<file path="config.mk">
export PLATFORM = sky130hd
export DESIGN_NAME = lsu_stage
export DESIGN_NICKNAME = d
export VERILOG_FILES = /design/src/rtl/lsu_pkg.sv /design/src/rtl/lsu_load_align.sv /design/src/rtl/lsu_stage.sv
export SDC_FILE = /design/constraint.sdc
export NUM_CORES = 1
export LEC_CHECK = 0
export CAP_MARGIN = 20
export CELL_PAD_IN_SITES_DETAIL_PLACEMENT = 1
export CELL_PAD_IN_SITES_GLOBAL_PLACEMENT = 2
export CORE_ASPECT_RATIO = 0.9
export CORE_MARGIN = 3
export CORE_UTILIZATION = 27
export CTS_CLUSTER_DIAMETER = 200
export DETAILED_ROUTE_END_ITERATION = 16
export PLACE_DENSITY = 0.95
export SYNTH_ARGS = -nofsm -noshare
export SYNTH_HDL_FRONTEND = slang
export SYNTH_SLANG_ARGS = --single-unit
</file>
<file path="constraint.sdc">
create_clock -name clk -period 5.35 [get_ports clk]
set_input_delay 1.07 -clock clk [delete_from_list [all_inputs] [get_ports clk]]
set_output_delay 1.07 -clock clk [all_outputs]
set_load 0.005 [all_outputs]
</file>
<file path="src/rtl/lsu_pkg.sv">
// Shared definitions for the load/store stage: RV32I funct3 codes, FSM states
// and the store lane helpers.
package lsu_pkg;

    localparam logic [2:0] F3_LB  = 3'b000;
    localparam logic [2:0] F3_LH  = 3'b001;
    localparam logic [2:0] F3_LW  = 3'b010;
    localparam logic [2:0] F3_LBU = 3'b100;
    localparam logic [2:0] F3_LHU = 3'b101;
    localparam logic [2:0] F3_SB  = 3'b000;
    localparam logic [2:0] F3_SH  = 3'b001;
    localparam logic [2:0] F3_SW  = 3'b010;

    typedef enum logic [1:0] {
        IDLE = 2'd0,
        REQ  = 2'd1,
        WAIT = 2'd2,
        DONE = 2'd3
    } lsu_state_e;

    function automatic logic funct3_legal(input logic [2:0] f3, input logic is_store);
        logic ok;
        if (is_store) begin
            ok = (f3 == F3_SB) || (f3 == F3_SH) || (f3 == F3_SW);
        end else begin
            ok = (f3 == F3_LB) || (f3 == F3_LH) || (f3 == F3_LW) ||
                 (f3 == F3_LBU) || (f3 == F3_LHU);
        end
        return ok;
    endfunction

    // Offset bits below the access size are ignored here; trapping on them is
    // decided before the request is ever issued.
    function automatic logic [3:0] store_strobe(input logic [2:0] f3, input logic [1:0] offset);
        logic [3:0] strb;
        case (f3)
            F3_SB:   strb = 4'b0001 << offset;
            F3_SH:   strb = offset[1] ? 4'b1100 : 4'b0011;
            default: strb = 4'b1111;
        endcase
        return strb;
    endfunction

    function automatic logic [31:0] store_data(input logic [2:0] f3, input logic [31:0] wdata);
        logic [31:0] data;
        case (f3)
            F3_SB:   data = {4{wdata[7:0]}};
            F3_SH:   data = {2{wdata[15:0]}};
            default: data = wdata;
        endcase
        return data;
    endfunction

endpackage

</file>
<file path="src/rtl/lsu_load_align.sv">
// Combinational load lane select plus sign/zero extension of memory read data.
module lsu_load_align
    import lsu_pkg::*;
(
    input  logic [31:0] rdata,
    input  logic [1:0]  offset,
    input  logic [2:0]  funct3,
    output logic [31:0] result
);

    logic [7:0]  byte_lane [4];
    logic [7:0]  byte_sel;
    logic [15:0] half_sel;

    generate
        for (genvar gi = 0; gi < 4; gi++) begin : g_lane
            assign byte_lane[gi] = rdata[8*gi +: 8];
        end
    endgenerate

    assign byte_sel = byte_lane[offset];
    assign half_sel = offset[1] ? rdata[31:16] : rdata[15:0];

    always_comb begin
        result = rdata;
        case (funct3)
            F3_LB:   result = {{24{byte_sel[7]}}, byte_sel};
            F3_LBU:  result = {24'd0, byte_sel};
            F3_LH:   result = {{16{half_sel[15]}}, half_sel};
            F3_LHU:  result = {16'd0, half_sel};
            default: result = rdata;
        endcase
    end

endmodule

</file>
<file path="src/rtl/lsu_stage.sv">
// Load/store stage: one memory access at a time over a req/gnt/rvalid port.
// Define LSU_MISALIGN_TRAP_EN to report misaligned halfword/word accesses as errors.
module lsu_stage
    import lsu_pkg::*;
(
    input  logic        clk,
    input  logic        rst_n,
    input  logic        op_valid_i,
    input  logic        mem_read_i,
    input  logic        mem_write_i,
    input  logic [2:0]  funct3_i,
    input  logic [31:0] addr_i,
    input  logic [31:0] wdata_i,
    input  logic [4:0]  rd_i,
    output logic        stall_o,
    output logic        mem_req_o,
    output logic        mem_we_o,
    output logic [31:0] mem_addr_o,
    output logic [31:0] mem_wdata_o,
    output logic [3:0]  mem_wstrb_o,
    input  logic        mem_gnt_i,
    input  logic        mem_rvalid_i,
    input  logic [31:0] mem_rdata_i,
    output logic        wb_valid_o,
    output logic [31:0] wb_data_o,
    output logic [4:0]  wb_rd_o,
    output logic        err_o
);

    lsu_state_e  state_reg, state_next;
    logic [31:0] addr_reg;
    logic [31:0] wdata_reg;
    logic [2:0]  funct3_reg;
    logic [4:0]  rd_reg;
    logic        is_write_reg;
    logic        err_reg;
    logic [31:0] wb_data_reg;

    logic        op_accept;
    logic        op_illegal;
    logic        op_misaligned;
    logic        op_fault;
    logic [31:0] load_result;
    logic        in_req;

    assign op_accept = op_valid_i && (mem_read_i || mem_write_i) &&
                       ((state_reg == IDLE) || (state_reg == DONE));

    assign op_illegal = (mem_read_i && mem_write_i) || !funct3_legal(funct3_i, mem_write_i);

`ifdef LSU_MISALIGN_TRAP_EN
    // funct3[1:0] distinguishes halfword (01) from word (10) for loads and stores.
    assign op_misaligned = ((funct3_i[1:0] == 2'b01) && addr_i[0]) ||
                           ((funct3_i[1:0] == 2'b10) && (addr_i[1:0] != 2'b00));
`else
    assign op_misaligned = 1'b0;
`endif

    assign op_fault = op_illegal || op_misaligned;

    lsu_load_align u_load_align (
        .rdata  (mem_rdata_i),
        .offset (addr_reg[1:0]),
        .funct3 (funct3_reg),
        .result (load_result)
    );

    always_comb begin
        state_next = state_reg;
        case (state_reg)
            IDLE: begin
                if (op_accept) begin
                    state_next = op_fault ? DONE : REQ;
                end
            end
            REQ: begin
                if (mem_gnt_i) begin
                    state_next = is_write_reg ? DONE : WAIT;
                end
            end
            WAIT: begin
                if (mem_rvalid_i) begin
                    state_next = DONE;
                end
            end
            DONE: begin
                if (op_accept) begin
                    state_next = op_fault ? DONE : REQ;
                end else begin
                    state_next = IDLE;
                end
            end
            default: state_next = IDLE;
        endcase
    end

    always_ff @(posedge clk or negedge rst_n) begin
        if (!rst_n) begin
            state_reg    <= IDLE;
            addr_reg     <= 32'd0;
            wdata_reg    <= 32'd0;
            funct3_reg   <= 3'd0;
            rd_reg       <= 5'd0;
            is_write_reg <= 1'b0;
            err_reg      <= 1'b0;
            wb_data_reg  <= 32'd0;
        end else begin
            state_reg <= state_next;
            if (op_accept) begin
                addr_reg     <= addr_i;
                wdata_reg    <= wdata_i;
                funct3_reg   <= funct3_i;
                rd_reg       <= rd_i;
                is_write_reg <= mem_write_i;
                err_reg      <= op_fault;
                wb_data_reg  <= 32'd0;
            end else if ((state_reg == WAIT) && mem_rvalid_i) begin
                wb_data_reg <= load_result;
            end
        end
    end

    // Bus outputs are driven only while requesting so nothing stale leaks out.
    assign in_req      = (state_reg == REQ);
    assign mem_req_o   = in_req;
    assign mem_we_o    = in_req && is_write_reg;
    assign mem_addr_o  = in_req ? {addr_reg[31:2], 2'b00} : 32'd0;
    assign mem_wstrb_o = (in_req && is_write_reg) ? store_strobe(funct3_reg, addr_reg[1:0]) : 4'd0;
    assign mem_wdata_o = (in_req && is_write_reg) ? store_data(funct3_reg, wdata_reg) : 32'd0;

    assign stall_o    = (state_reg == REQ) || (state_reg == WAIT);
    assign wb_valid_o = (state_reg == DONE);
    assign wb_data_o  = (state_reg == DONE) ? wb_data_reg : 32'd0;
    assign wb_rd_o    = rd_reg;
    assign err_o      = (state_reg == DONE) && err_reg;

endmodule

</file>
# Word-level counts from Yosys, hierarchy flattened
# Cells that the tools add are included.
# totals
output_inout_bits,110
inputBits,111
elab_cells,66
regBits,108
# classes
n_mux,22
n_shift,1
n_eq_ne,13
bitwise,1
magnitude_cmp,1
n_reduce_logical,20
# op_table
cell,n
$mux W32,5
$pmux W32 S4,1
$pmux W32 S2,1
$bmux W8 S2,1
$mux W16,1
$mux W8,2
$eq A3 B3 Y1 const B,4
$mux W2,5
$logic_or A1 B1 Y1,8
$mux W4,2
$pmux W2 S4,1
$pmux W4 S2,1
$eq A3 B1 Y1 const B,2
$logic_and A1 B1 Y1,6
$logic_not A3 Y1,2
$ne A2 B2 Y1 const B,3
$eq A2 B2 Y1 const B,2
$shl A1 B2 Y4 const A,1
$eq A3 B2 Y1 const B,1
$ge A3 B3 Y1 const B,1
$not A2 Y3,1
$reduce_and A3 Y1,1
$eq A2 B1 Y1 const B,1
$logic_not A2 Y1,1
other kinds (3),4

# Depth between registers and ports, before layout
# Gate-level depths: netlist of run 1.
# depth
ltp_word,11
ltp_mapped,8
ltp_nobuf,6

# Cells and area by module
# From an unflattened synthesis of run 1, not the netlist that was laid out.
# unflattened
cells_unflattened,761
hier_area_um2,6005.8
# modules_own_cells
module,seq_area_each_um2,instances,area_each_um2,cells_per_inst
lsu_stage,2702.6,1,5377.7,652
lsu_load_align,0.0,1,628.1,109

# Least setup slack after synthesis of run 1
# No wires, ideal clock.
# synth_path
kind,register -> output
startpoint,reg funct3_reg[1]
endpoint,out mem_wdata_o[29]
slack_ns,2.756
arrival_ns,1.524
path_buffers,2
required_ns,4.280
path_stages_with_launch,6
cell_sequence,dfrtp_1 buf_2 nor2_1 clkbuf_1 nor2_1 a211oi_1
# synth_between
elab_chain_len,3
word_cells_on_any_way,4
classes_between,eq/ne (1); mux (2); reduce/logical (1)
# synth_lines
element,line,source
from (decl),lsu_stage.sv:33,logic [2:0] funct3_reg;
from (signal assigned),lsu_stage.sv:112,funct3_reg <= funct3_i;
$eq A3 B1 Y1 or $logic_not A3 Y1 (tied branches),lsu_pkg.sv:46,case (f3)
$pmux W32 S2 *,lsu_pkg.sv:46,
$mux W32 *,lsu_stage.sv:129,"assign mem_wdata_o = (in_req && is_write_reg) ? store_data(funct3_reg, wdata_reg) : 32'd0;"
to (decl),lsu_stage.sv:19,"output logic [31:0] mem_wdata_o,"
# Mark *: on every way between the ends. The rest lies on a longest branch, timed or not.

# Worst setup path after layout of run 1
# layout_path
startpoint,reg funct3_reg[0]
endpoint,out mem_wstrb_o[0]
# layout_between
elab_chain_len,3
word_cells_on_any_way,4
classes_between,eq/ne (1); mux (2); reduce/logical (1)
# layout_lines
element,line,source
$eq A3 B1 Y1 or $logic_not A3 Y1 (tied branches),lsu_pkg.sv:36,case (f3)
$pmux W4 S2 *,lsu_pkg.sv:36,
$mux W4 *,lsu_stage.sv:128,"assign mem_wstrb_o = (in_req && is_write_reg) ? store_strobe(funct3_reg, addr_reg[1:0]) : 4'd0;"
to (decl),lsu_stage.sv:20,"output logic [3:0] mem_wstrb_o,"
# Marks and branches as above.

==> flow_metrics.env, run 1 <==
export IMPL_status="finished clean"
export IMPL_viasPerCell=4.64
export IMPL_initial_utilization_pct=27.6
export IMPL_dpl_cell_area_um2=8170
export IMPL_gr_usage_all_layers_pct=17.9
export IMPL_n_antenna_cell=0
export IMPL_post_cts_resized=0
export IMPL_cts_tree="built"
export IMPL_vias=5377
export IMPL_slew_headroom_pct=39.8
export IMPL_post_route_util_pct=40.9
export IMPL_ys_types=38
export IMPL_grt_first_pass_wirelength_um=32500
export IMPL_fmax_mhz=272
export IMPL_holdCritStartpoint="addr_reg[11]"
export IMPL_ant_nets=0
export IMPL_netlist_area_um2=5760
export IMPL_ys_warn_count=0
export IMPL_timing_hold_ws_ns=0.473
export IMPL_crit_type="reg -> out"
export IMPL_root_buffer="clkbuf_16"
export IMPL_hold_buffers=0
export IMPL_synth_ff_type="dfrtp_1"
export IMPL_design_area_um2=8550
export IMPL_p_clk_share_pct=17.4
export IMPL_report_final_slew_viol_count=0
export IMPL_yosysTopAreaCell="dfrtp_1"
export IMPL_die_w_um=160
export IMPL_endpoint_kind="output pin"
export IMPL_overflow=0
export IMPL_instances_no_fill=1159
export IMPL_p_comb_share_pct=49.1
export IMPL_n_fill_cell=2449
export IMPL_clock_sinks=108
export IMPL_die_y_um=145
export IMPL_syn_inst=676
export IMPL_timing_setup_tns_ns=0
export IMPL_period_share_pct=68.7
export IMPL_grt_pass1_vias=5646
export IMPL_wl_um=21000
export IMPL_r2r_end="addr_reg[10]"
export IMPL_wl_per_cell_um=18.1
export IMPL_rows=50
export IMPL_period_minus_slack_ns=3.68
export IMPL_coreArea_um2=20900
export IMPL_cap_violations=0
export IMPL_r2r_slack_ns=2.73
export IMPL_ff_latch_area_um2=2700
export IMPL_nNetsFinal=984
export IMPL_multi_input_area_um2=2830
export IMPL_rsz0062_at_grt="no"
export IMPL_dp_cells=1141
export IMPL_start_kind="flop"
export IMPL_leakage_nw=3.84
export IMPL_async_flop_share_pct=100
export IMPL_clkSlewWorstSetupHoldPaths_ns=0.08
export IMPL_ctsHtreeMaxLevel=3
export IMPL_finalHoldViolCount=0
export IMPL_dieArea_um2=23100
export IMPL_antenna_found_initial=1
export IMPL_synth_most_common_cell="nand2_1"
export IMPL_worstHoldEndpoint="addr_reg[11]"
export IMPL_crit_fanout=24
export IMPL_ys_ff_latch=108
export IMPL_drtPass1Iterations=4
export IMPL_syn_area_per_cell_um2=8.52
export IMPL_numCtsBuffers=9
export IMPL_numPortBuffers=218
export IMPL_r2r_cells=7
export IMPL_ir_drop_mv=0.208
export IMPL_clock_latency_ns=0.36
export IMPL_post_dp_hpwl_um=15000
export IMPL_pwr_density_cell_nw_per_um2=512
export IMPL_drc=0
export IMPL_finalSetupViolCount=0
export IMPL_grt_max_degree=58
export IMPL_postCtsSetupBuffers=0
export IMPL_areaGrowthSynthToFinish_pct=48.6
export IMPL_globalplace_congestion=0.795
export IMPL_synthTopCellsByArea="dfrtp_1, nand2_1, and2_1, nand2b_1, clkbuf_1"
export IMPL_clock_path_buffers=2
export IMPL_synth_edff_count=0
export IMPL_first_iter_violations=263
export IMPL_p_switching_mw=1.77
export IMPL_skew_ns=0.00971
export IMPL_ys_seq_area_share_pct=46.9
export IMPL_netlist_area_leader_share_pct=46.9
export IMPL_num_io_pins=221
export IMPL_synth_common_cells="nand2_1, dfrtp_1, and2_1"
export IMPL_drive_gt1_share_pct=5.84
export IMPL_worst_slew_pin_slew_ns=0.904
export IMPL_internal_power_mw=2.60
export IMPL_worstPathArrival_ns=2.61
export IMPL_switching_share_pct=40.5
export IMPL_hold_class="reg -> reg"
export IMPL_r2r_start="state_reg[0]"
export IMPL_pwr_share_seq_pct=33.5
export IMPL_required_ns=4.28
export IMPL_hold_path_depth=2
-- worst max path at each step --
stage	start	cells after the start	to
6_report	funct3_reg[0]	5	mem_wstrb_o[0]
3_5_place_dp	state_reg[1]	6	mem_wdata_o[30]
2_1_floorplan	funct3_reg[1]	5	mem_wdata_o[29]
3_3_place_gp	state_reg[1]	6	mem_wdata_o[28]
4_1_cts	state_reg[1]	6	mem_wdata_o[30]
5_1_grt	state_reg[1]	7	mem_wdata_o[30]
-- cell usage in the layout, fill, tap and decap left out, types with 2 or more instances in the layout --
master / netlist / final
a211oi_1: 8 / 8
a21boi_0: 2 / 2
a21oi_1: 23 / 22
a22o_1: 17 / 17
a32o_1: 10 / 10
and2_1: 64 / 63
and3_1: 8 / 8
buf_16: 0 / 2
buf_4: 2 / 10
bufinv_16: 0 / 2
clkbuf_16: 0 / 9
clkdlybuf4s50_1: 0 / 217
conb_1: 1 / 2
dfrtp_1: 108 / 108
ha_1: 5 / 5
inv_1: 8 / 8
inv_6: 0 / 2
mux2_2: 13 / 13
mux2i_1: 14 / 14
mux4_2: 3 / 3
nand2_1: 251 / 250
nand2b_1: 31 / 31
nor2_1: 12 / 12
nor2b_1: 7 / 7
o21ai_0: 19 / 19
o22ai_1: 4 / 4
o2bb2ai_1: 5 / 5
or3_1: 2 / 2
-- area by class of cell --
class / count / area share [%]
multi-input cells: 512 / 33.1
clock buffers: 9 / 2.63
inverters: 8 / 0.351
well taps: 286 / 4.18
clock inverters: 7 / 1.23
repair buffers: 229 / 26.9
flip-flops and latches: 108 / 31.6
-- per-layer routing --
layer  vias up  share of wire [%]  track usage, %
met3        21                7.6            6.27
met5         -              0.062               0
li1       2578                  -               -
met2       173                 44            27.8
met1      2603                 47            24.1
met4         2                1.3            4.25
-- logic make-up after synthesis --
group	after synthesis	synth area share, %
flip-flops	108	46.9
AND/OR/NAND/NOR	382	30.2
multiplexers	30	6.15
other	1	0.0651
buffers and inverters	57	4.09
AO/OA/AOI/OAI	93	11.5
adder cells (fa/ha/maj)	5	1.09
-- worst max-delay path, stage by stage (launching register included) --
cell and delay [ns]:
dfrtp_1 0.59, buf_4 0.37, nand2b_1 0.47, a21oi_1 0.15, nor2_1 0.14, clkdlybuf4s50_1 0.52
-- through the flow --
| stage | setup WS, ns | power, mW |
|---|---|---|
| 6_report | 1.67 | 4.38 |
| 5_1_grt | 1.46 | 4.75 |
| 3_5_place_dp | 1.54 | 3.63 |
| 4_1_cts | 1.12 | 4.42 |
| 3_3_place_gp | 1.65 | 3.57 |
| 2_1_floorplan | 2.76 | 2.62 |
-- power groups by stage --
stage,Sequential (mW),Clock [mW],Combinational [mW]
2_1_floorplan,1.34,0,1.29
3_3_place_gp,1.46,0,2.11
3_5_place_dp,1.48,0,2.14
4_1_cts,1.47,0.787,2.16
5_1_grt,1.52,0.826,2.41
6_report,1.47,0.761,2.15
No activity file was read; power rests on OpenSTA's default activity.
==> inputs of run 2 (changes only) <==
--- a/config.mk
+++ b/config.mk
@@ -10,10 +10,10 @@
 export CELL_PAD_IN_SITES_GLOBAL_PLACEMENT = 2
 export CORE_ASPECT_RATIO = 0.9
 export CORE_MARGIN = 3
-export CORE_UTILIZATION = 27
+export CORE_UTILIZATION = 22
 export CTS_CLUSTER_DIAMETER = 200
 export DETAILED_ROUTE_END_ITERATION = 16
-export PLACE_DENSITY = 0.95
+export PLACE_DENSITY = 0.85
 export SYNTH_ARGS = -nofsm -noshare
 export SYNTH_HDL_FRONTEND = slang
 export SYNTH_SLANG_ARGS = --single-unit
==> constraint.sdc (replaced) <==
create_clock -name clk -period 3.22 [get_ports clk]
set_input_delay 0.644 -clock clk [delete_from_list [all_inputs] [get_ports clk]]
set_output_delay 0.644 -clock clk [all_outputs]
set_load 0.005 [all_outputs]
==> flow_metrics.env, run 2 (same netlist as run 1, synthesis figures left out) <==
export IMPL_rsz0062_at_grt="no"
export IMPL_finalSetupViolCount=0
export IMPL_overflow=0
export IMPL_clock_sinks=108
export IMPL_areaGrowthSynthToFinish_pct=49.5
export IMPL_timing_hold_ws_ns=0.322
export IMPL_leakage_nw=3.84
export IMPL_num_io_pins=221
export IMPL_layout_common_cells="nand2_1, clkdlybuf4s50_1, dfrtp_1"
export IMPL_pwr_density_cell_nw_per_um2=823
export IMPL_root_buffer="clkbuf_16"
export IMPL_worstPathArrival_ns=2.20
export IMPL_ant_nets=0
export IMPL_post_route_util_pct=33.8
export IMPL_required_ns=2.58
export IMPL_numPortBuffers=218
export IMPL_layout_cells_most_common="nand2_1"
export IMPL_viasPerCell=4.42
export IMPL_report_final_slew_viol_count=0
export IMPL_use_met1_pct=19.7
export IMPL_crit_type="reg -> out"
export IMPL_drive_gt1_share_pct=6.27
export IMPL_vias=5387
export IMPL_cap_violations=0
export IMPL_rows=55
export IMPL_skew_ns=0.00757
export IMPL_gr_usage_met2_pct=23.4
export IMPL_postCtsSetupBuffers=0
export IMPL_clkSlewWorstSetupHoldPaths_ns=0.08
export IMPL_finalHoldViolCount=0
export IMPL_top_usage_layer="met2"
export IMPL_fmax_mhz=352
export IMPL_n_antenna_cell=0
export IMPL_worst_slew_pin_slew_ns=0.701
export IMPL_drc=0
export IMPL_dpl_cell_area_um2=8320
export IMPL_grt_first_pass_wirelength_um=33300
export IMPL_gr_usage_all_layers_pct=14.9
export IMPL_post_cts_resized=0
export IMPL_slew_headroom_pct=53.3
export IMPL_instances_no_fill=1219
export IMPL_nNetsFinal=988
export IMPL_numCtsBuffers=9
export IMPL_status="finished clean"
export IMPL_timing_setup_tns_ns=0
export IMPL_hold_buffers=0
export IMPL_period_minus_slack_ns=2.84
export IMPL_cts_tree="built"
export IMPL_die_w_um=177
export IMPL_die_y_um=159
export IMPL_hold_class="in -> async"
export IMPL_start_kind="flop"
export IMPL_post_dp_hpwl_um=15200
export IMPL_grt_met3_usage_pct=5.87
export IMPL_clock_path_buffers=2
export IMPL_dieArea_um2=28200
export IMPL_design_area_um2=8610
export IMPL_ctsHtreeMaxLevel=3
export IMPL_grt_pass1_vias=5645
export IMPL_coreArea_um2=25500
export IMPL_grt_max_degree=75
export IMPL_globalplace_congestion=0.761
export IMPL_clock_latency_ns=0.35
export IMPL_drtPass1Iterations=4
export IMPL_ir_drop_mv=0.281
export IMPL_crit_fanout=41
export IMPL_wl_per_cell_um=17.3
export IMPL_first_iter_violations=305
export IMPL_dp_cells=1203
export IMPL_wl_um=21100
export IMPL_antenna_found_initial=1
export IMPL_period_share_pct=88.2
export IMPL_initial_utilization_pct=22.6
export IMPL_endpoint_kind="output pin"
-- run 2: cell types whose count changed in the layout (fill, tap and decap cells not counted), sizes merged --
cell	previous run	this run
clkbuf	9	10
buf	12	16
bufinv	2	0
clkinvlp	1	0
clkinv	1	3
-- run 2: critical path: stages (launching register included) --
cell             delay [ns]
dfrtp_1                0.42
inv_1                  0.11
ha_1                   0.18
buf_4                  0.35
and3_1                 0.25
clkdlybuf4s50_1        0.52
-- run 2: stage by stage --
stage               power [mW]  setup WS (ns)
floorplan                 4.36           1.05
global placement          5.99          0.689
detailed placement        6.09          0.598
CTS                       7.27          0.316
global route              7.76          0.190
finish                    7.09          0.380
-- run 2: cell type report --
type | instances | area [um^2]
Timing Repair Buffer | 233 | 2330
Inverter | 8 | 30.0
Multi-Input combinational cell | 512 | 2830
Sequential cell | 108 | 2700
Fill cell | 2974 | 16900
Clock buffer | 10 | 229
Tap cell | 342 | 428
Clock inverter | 6 | 57.6
-- run 2: final timing paths --
path                              start              end  slack, ns  cells after the start
min in group clk           addr_reg[30]     addr_reg[30]       0.47                      2
max in group asynchronous         rst_n      addr_reg[4]       2.08                      2
hold reg to reg            addr_reg[30]     addr_reg[30]       0.47                      2
setup / recovery           state_reg[1]   mem_wdata_o[1]       0.38                      5
hold / removal                    rst_n  wb_data_reg[21]       0.32                      1
setup reg to reg            addr_reg[1]  wb_data_reg[30]       0.83                      5
-- run 2: report_power, final --
group,switching (mW),internal [mW]
logic,1.89,1.70
registers,0.444,1.94
clock network,0.574,0.545
total,2.90,4.18
-- run 2: routing by layer --
metal | up-vias | wire, um
li1 | 2593 | -
met1 | 2613 | 9340
met2 | 164 | 9540
met3 | 15 | 1960
met4 | 2 | 193
met5 | - | 20
==> inputs of run 3 (changes only) <==
--- a/config.mk
+++ b/config.mk
@@ -10,10 +10,11 @@
 export CELL_PAD_IN_SITES_GLOBAL_PLACEMENT = 2
 export CORE_ASPECT_RATIO = 0.9
 export CORE_MARGIN = 3
-export CORE_UTILIZATION = 22
+export CORE_UTILIZATION = 25
 export CTS_CLUSTER_DIAMETER = 200
 export DETAILED_ROUTE_END_ITERATION = 16
-export PLACE_DENSITY = 0.85
+export PLACE_DENSITY = 0.9
+export RECOVER_POWER = 100
 export SYNTH_ARGS = -nofsm -noshare
 export SYNTH_HDL_FRONTEND = slang
 export SYNTH_SLANG_ARGS = --single-unit
==> constraint.sdc (replaced) <==
create_clock -name clk -period 2.65 [get_ports clk]
set_input_delay 0.53 -clock clk [delete_from_list [all_inputs] [get_ports clk]]
set_output_delay 0.53 -clock clk [all_outputs]
set_load 0.005 [all_outputs]
==> flow_metrics.env, run 3 (same netlist as run 1, synthesis figures left out) <==
export IMPL_status="finished with violations"
export IMPL_violations="max-capacitance violations, max-slew violations"
export IMPL_dp_cells=1163
export IMPL_r2r_end="wb_data_reg[31]"
export IMPL_gr_usage_met2_pct=25.5
export IMPL_clkSlewWorstSetupHoldPaths_ns=0.08
export IMPL_cts_tree="built"
export IMPL_drive_gt1_share_pct=8.04
export IMPL_clock_sinks=108
export IMPL_coreArea_um2=22600
export IMPL_clock_path_buffers=2
export IMPL_holdCritStartpoint="addr_reg[8]"
export IMPL_worst_slew_pin_slew_ns=1.59
export IMPL_first_iter_violations=259
export IMPL_ir_drop_mv=0.503
export IMPL_slowest_stage="clkdlybuf4s50_1"
export IMPL_timing_hold_ws_ns=0.469
export IMPL_root_buffer="clkbuf_16"
export IMPL_n_antenna_cell=0
export IMPL_dieArea_um2=24900
export IMPL_use_met1_pct=22.7
export IMPL_hold_path_depth=2
export IMPL_rows=52
export IMPL_overflow=0
export IMPL_required_ns=2.12
export IMPL_r2r_start="state_reg[0]"
export IMPL_post_route_util_pct=38.3
export IMPL_leakage_nw=4.03
export IMPL_max_stage_delay_ns=0.53
export IMPL_grt_pass1_vias=5656
export IMPL_clock_latency_ns=0.36
export IMPL_worstHoldEndpoint="addr_reg[8]"
export IMPL_crit_type="reg -> out"
export IMPL_viasPerCell=4.59
export IMPL_layout_cells_most_common="nand2_1"
export IMPL_period_minus_slack_ns=2.55
export IMPL_nNetsFinal=994
export IMPL_antenna_found_initial=2
export IMPL_numPortBuffers=218
export IMPL_rsz0062_at_grt="no"
export IMPL_post_dp_hpwl_um=14800
export IMPL_instances_no_fill=1180
export IMPL_layout_setup_ws_ns=0.101
export IMPL_drtPass1Iterations=4
export IMPL_endpoint_kind="output pin"
export IMPL_slew_headroom_pct=-6.04
export IMPL_report_final_slew_viol_count=109
export IMPL_pwr_density_cell_nw_per_um2=1010
export IMPL_timing_setup_tns_ns=0
export IMPL_gr_usage_all_layers_pct=16.7
export IMPL_die_y_um=150
export IMPL_hold_buffers=0
export IMPL_die_w_um=166
export IMPL_grt_first_pass_wirelength_um=32800
export IMPL_dp_slack_ns=0.185
export IMPL_finalSetupViolCount=0
export IMPL_finalHoldViolCount=0
export IMPL_path_cells="ha_1 -> buf_4 -> and2_0 -> clkdlybuf4s50_1"
export IMPL_initial_utilization_pct=25.5
export IMPL_wl_um=21000
export IMPL_start_kind="flop"
export IMPL_areaGrowthSynthToFinish_pct=50.2
export IMPL_n_fill_cell=2638
export IMPL_skew_ns=0.0121
export IMPL_cap_violations=1
export IMPL_period_share_pct=96.2
export IMPL_r2r_cells=7
export IMPL_numCtsBuffers=9
export IMPL_drc=0
export IMPL_grt_max_degree=109
export IMPL_grt_met3_usage_pct=6.15
export IMPL_top_usage_layer="met2"
export IMPL_wl_per_cell_um=17.8
export IMPL_r2r_slack_ns=0.21
export IMPL_fmax_mhz=392
export IMPL_worstPathArrival_ns=2.02
export IMPL_dpl_cell_area_um2=8330
export IMPL_globalplace_congestion=0.760
export IMPL_cp_startpoint="state_reg[0]"
export IMPL_layout_common_cells="nand2_1, clkdlybuf4s50_1, dfrtp_1"
export IMPL_power_mw=8.70
export IMPL_vias=5418
export IMPL_design_area_um2=8650
export IMPL_ctsHtreeMaxLevel=3
export IMPL_crit_fanout=35
export IMPL_num_io_pins=221
export IMPL_ant_nets=0
export IMPL_hold_class="reg -> reg"
[run 3: worst max path at each step]
| stage | end | slack [ns] | cells after the start |
|---|---|---|---|
| floorplan | mem_wdata_o[29] | 0.60 | 5 |
| global placement | wb_data_reg[30] | 0.24 | 5 |
| detailed placement | wb_data_reg[30] | 0.18 | 5 |
| CTS | mem_wdata_o[0] | -0.04 | 5 |
| global route | mem_wdata_o[15] | 0.002 | 6 |
| finish | wb_data_o[7] | 0.10 | 4 |
[run 3: where the power goes]
part | leakage, nW | switching [mW] | internal, mW | total [mW]
sequential | 1.37 | 0.526 | 2.36 | 2.88
combinational | 2.52 | 2.39 | 2.05 | 4.44
clock | 0.136 | 0.715 | 0.658 | 1.37
[run 3: critical path: cells and delay by family, from the launching register on]
| family | cells | cell delay [ns] |
|---|---|---|
| fa+ha+maj | 1 | 0.17 |
| flops | 1 | 0.44 |
| buf+inv | 2 | 0.83 |
| simple gates | 1 | 0.22 |
[run 3: what timing repair did]
action / in CTS / in global routing
resized for setup: 8 / 24
endpoints found under the setup margin: 39 / 58
setup buffers: 0 / 1
[run 3: per-layer routing]
| metal | vias to the layer above | routed length, um |
|---|---|---|
| li1 | 2593 | - |
| met1 | 2613 | 9700 |
| met2 | 191 | 9220 |
| met3 | 17 | 1780 |
| met4 | 4 | 240 |
| met5 | - | 21 |
[run 3: cell type report]
cell class,count,area (um^2),share of cell area (%)
Multi-Input combinational cell,512,2880,33.3
Sequential cell,108,2700,31.3
Timing Repair Buffer,239,2370,27.5
Tap cell,297,372,4.30
Clock buffer,9,225,2.60
Clock inverter,7,60.1,0.695
Inverter,8,30.0,0.347
==> patch 1 (flow settings as in run 2) <==
Re-encode `lsu_state_e` (4 states) as one-hot, 4 bits wide.
--- a/src/rtl/lsu_pkg.sv
+++ b/src/rtl/lsu_pkg.sv
@@ -13,7 +13,7 @@
 
-    typedef enum logic [1:0] {
-        IDLE = 2'd0,
-        REQ  = 2'd1,
-        WAIT = 2'd2,
-        DONE = 2'd3
+    typedef enum logic [3:0] {
+        IDLE = 4'b0001,
+        REQ  = 4'b0010,
+        WAIT = 4'b0100,
+        DONE = 4'b1000
     } lsu_state_e;
Formal check against the unedited RTL: no difference found for any inputs over 10 cycles, from zero or initial values and one cycle with rst_n low; not proved beyond that.
==> patch 1 against run 2 <==
Power decreased by 22%. Critical endpoint is now mem_wdata_o[5]. Worst setup slack got worse by 0.19 ns. Cell area about the same. Final cell count decreased by 12%. Synthesized area decreased by 0.50%. Sequential cell count increased by 2. Combinational power decreased by 40%. Wire length decreased by 2.7%.
==> patch 1: results (changes against run 2) <==
| Metric | Value |
|---|---|
| Seq/Total Area, Yosys | `0.481 (was 0.469)` |
| Final RePlAce weighted congestion | `0.774 (was 0.761)` |
| Placement Cell Area | `0.00830 mm^2 (was 0.00832 mm^2)` |
| Clk buf depth | `2 (unchanged)` |
| Mux contribution to synthesized area | `0.191 (was 0.0615)` |
| Initial antenna violation count | `0 (was 1)` |
| Root Buffer | `clkbuf_16 (unchanged)` |
| Worst path arrival time | `2.38 ns (was 2.20 ns)` |
| Largest net degree at the start of global routing | `76 (was 75)` |
| Nets@finish | `836 (was 988)` |
| Slowest CP cell | `clkdlybuf4s50_1 (unchanged)` |
| Fillcell total | `2803 (was 2974)` |
| Number of enable flip-flop cells after synthesis | `0 (unchanged)` |
| Clk_skew | `0.00959 ns (was 0.00757 ns)` |
| Detailed Routing Iterations Pass 1 | `4 (unchanged)` |
| Final HPWL DP | `15000 um (was 15200 um)` |
| Synth top cells by count | `dfrtp_1 (109), mux2_2 (82), and2_1 (64), nand2_1 (39), a221o_1 (24) (was nand2_1 (251), dfrtp_1 (108), and2_1 (64), clkbuf_1 (41), nand2b_1 (31))` |
| Post-synthesis xor/xnor area fraction | `0 (unchanged)` |
| Clock transition at path regs | `approximately 0.09 ns` |
| Final Routed Wirelength | `20500 um (was 21100 um)` |
| Crit-path max FO | `36 (was 41)` |
| Hold crit path type | `in2async (unchanged)` |
| Worst slew pin tran | `1.05 ns (was 0.701 ns)` |
| Outcome | `finished, final reports clean (unchanged)` |
| Yosys warnings | `0 (unchanged)` |
| Initial drt markers | `218 (was 305)` |
| Dpl ws | `0.159 ns (was 0.598 ns)` |
| Total CTS buffers | `9 (unchanged)` |
| Max H-tree Level | `3 (unchanged)` |
| Area contributors post-synth | `dfrtp_1 (48%), mux2_2 (16%), and2_1 (7.0%) (was dfrtp_1 (47%), nand2_1 (16%), and2_1 (7.0%))` |
| First-pass GRT wire length | `32100 um (was 33300 um)` |
| Total GRT Usage | `0.147 (was 0.149)` |
| Compound-Gate Fraction of Synth Area | `0.138 (was 0.115)` |
| Skew-Pair Late Insertion Delay | `approximately 0.36 ns` |
| Routed via count | `4895 (was 5387)` |
| Worst vdd ir | `0.283 mV (was 0.281 mV)` |
| Post-synthesis adder-cell area fraction | `0 (was 0.0109)` |
| Port Buffers | `218 (unchanged)` |
| Slowest stage delay, CP | `0.53 ns` |
| Leakage | `0.00351 uW (was 0.00384 uW)` |
| Vias in the first global route | `5309 (was 5645)` |
| Layout cell share with drive strength beyond 1 | `0.186 (was 0.0627)` |
| Post-synth cell types | `42 (was 38)` |
| Main flop type after synthesis | `dfrtp_1 (unchanged)` |
| Synth async-reset ratio | `1.00 (unchanged)` |
| Crit path max-delay family | `buffers and inverters (unchanged)` |
-- patch 1: cell count changes in the layout (fill, tap and decap cells not counted), sizes merged, moves of 7 or more --
| cell | delta |
|---|---|
| a221o | +23 |
| nand2 | -212 |
| nand2b | -21 |
| a32o | -10 |
| mux2 | +69 |
| nor3 | +8 |
| a22o | -17 |
| o2bb2ai | +7 |
| a211oi | +7 |
-- patch 1: through the flow --
step | cells | utilization
2_1_floorplan | 521 | -
5_1_grt | 1072 | 0.339
3_3_place_gp | 1055 | 0.327
3_5_place_dp | 1055 | 0.327
6_report | 1073 | 0.339
4_1_cts | 1071 | 0.338
-- patch 1: cells by family after synthesis --
family | Yosys count
simple gates | 156
buf+inv | 53
flops | 110
other cells | 1
mux | 94
compound gates | 106
-- patch 1: power by group --
group	leakage (uW)	internal, uW	switching, uW	total (uW)
Combinational	0.00201	1140	1030	2160
Clock	0.000139	541	577	1120
Sequential	0.00136	1880	403	2280
Total	0.00351	3550	2010	5560
-- patch 1: cell type report --
type                    instances  area (um^2)  area share
flip-flops and latches        110         2760       0.320
diodes                          1         2.50    0.000291
multi-input cells             358         2760       0.321
clock inverters                 6         48.8     0.00567
repair buffers                238         2350       0.273
clock buffers                  10          229      0.0266
well taps                     342          428      0.0497
inverters                       8         30.0     0.00349
-- patch 1: final timing paths --
path | start | endpoint | slack [ns] | depth (start not counted)
max in group asynchronous | rst_n | state_reg[0] | 2.16 | 2
min | rst_n | wb_data_reg[23] | 0.26 | 1
max reg2reg | state_reg[0] | wb_data_reg[3] | 0.82 | 4
max | state_reg[2] | mem_wdata_o[5] | 0.19 | 5
min in group clk | wb_data_reg[15] | wb_data_reg[15] | 0.48 | 1
min reg2reg | wb_data_reg[15] | wb_data_reg[15] | 0.48 | 1
-- patch 1: timing repair --
| item | in CTS | in global routing |
|---|---|---|
| buffers inserted | 0 | 0 |
| resized for setup | 1 | 5 |
| setup endpoints to repair | 1 | 36 |
-- patch 1: layer usage --
layer	GRT usage	routed length, um	part of all wire	vias to the layer above
met5	0	0	0	-
met4	0.0327	321	0.016	0
met3	0.0596	2020	0.098	19
met2	0.240	9470	0.46	177
met1	0.182	8680	0.42	2430
li1	-	-	-	2269
==> patch 2 (settings of run 2) <==
Without the edit above. The option `LSU_MISALIGN_TRAP_EN` is turned on by a define.
--- a/src/rtl/lsu_stage.sv
+++ b/src/rtl/lsu_stage.sv
@@ -2,2 +2,4 @@
 // Define LSU_MISALIGN_TRAP_EN to report misaligned halfword/word accesses as errors.
+`define LSU_MISALIGN_TRAP_EN
+
 module lsu_stage
Behaviour: not the same (Yosys sat finds a counterexample within 4 cycles, from zero or initial values and one cycle with rst_n low).
==> patch 2 against run 2 <==
Power up 2.9%. Sequential share of layout area up 0.39 points. Worst setup slack worse by 0.049 ns. Cell area down 1.2%. Sequential cell count unchanged. Die area down 2.2%. Register-to-register slack worse by 0.11 ns. Worst hold slack worse by 0.10 ns. Core utilization up 0.57 points. Synthesized area down 2.2%. Critical path depth up 1. Wire length down 6.7%. Largest cell class unchanged.
==> patch 2: results (changes against run 2) <==
| Metric | Value |
|---|---|
| First-pass GRT wire length | `30100 um (was 33300 um)` |
| WL met2 | `9460 um (was 9540 um)` |
| Slowest stage delay, CP | `0.55 ns (was 0.52 ns)` |
| Synthesized instance count | `519 (was 676)` |
| Vias in the first global route | `5172 (was 5645)` |
| Outcome | `finished, final reports clean (unchanged)` |
| Slack of the worst reg-to-reg path | `0.72 ns (was 0.83 ns)` |
| Worst Setup Slack, final | `0.331 ns (was 0.380 ns)` |
| M1 wire length | `8830 um (was 9340 um)` |
| Fillcell total | `2757 (was 2974)` |
| Seq/Total Area, Yosys | `0.480 (was 0.469)` |
| Dpl ws | `0.430 ns (was 0.598 ns)` |
| Worst r2r path cells | `6 (was 5)` |
| Mux contribution to synthesized area | `0.196 (was 0.0615)` |
| Met2 usage | `0.237 (was 0.234)` |
| Pint | `4570 uW (was 4180 uW)` |
| Finished Layout Cells | `1065 (was 1219)` |
| Post-synth cell types | `41 (was 38)` |
| Area contributors post-synth | `dfrtp_1 (48%), mux2_2 (16%), and2_1 (7.2%) (was dfrtp_1 (47%), nand2_1 (16%), and2_1 (7.0%))` |
| Worst R2R Start | `state_reg[0] (was addr_reg[1])` |
| Worst slew pin tran | `0.879 ns (was 0.701 ns)` |
| Inst Count DP | `1049 (was 1203)` |
| Hold_ws | `0.219 ns (was 0.322 ns)` |
| CP startpoint | `funct3_reg[0] (was state_reg[1])` |
| WL per Instance | `18.4 um (was 17.3 um)` |
[patch 2: cell types whose count changed after synthesis, sizes merged, moves of 8 or more]
| cell | before | now |
|---|---|---|
| a22o | 17 | 0 |
| nand2 | 251 | 52 |
| buf | 8 | 18 |
| clkbuf | 41 | 21 |
| a32o | 10 | 2 |
| mux2 | 13 | 80 |
| nand2b | 31 | 9 |
| a221o | 1 | 19 |
[patch 2: cell type report]
| cell class | instances | share of cell area |
|---|---|---|
| clock buffers | 10 | 0.0281 |
| clock inverters | 6 | 0.00794 |
| inverters | 14 | 0.00618 |
| multi-input cells | 359 | 0.319 |
| flip-flops and latches | 108 | 0.318 |
| well taps | 336 | 0.0494 |
| repair buffers | 232 | 0.272 |
[patch 2: critical path: cells and delay by family, from the launching register on]
kind | cells | cell delay [ns]
simple gates | 2 | 0.36
flops | 1 | 0.38
compound gates | 1 | 0.25
buf+inv | 3 | 0.90
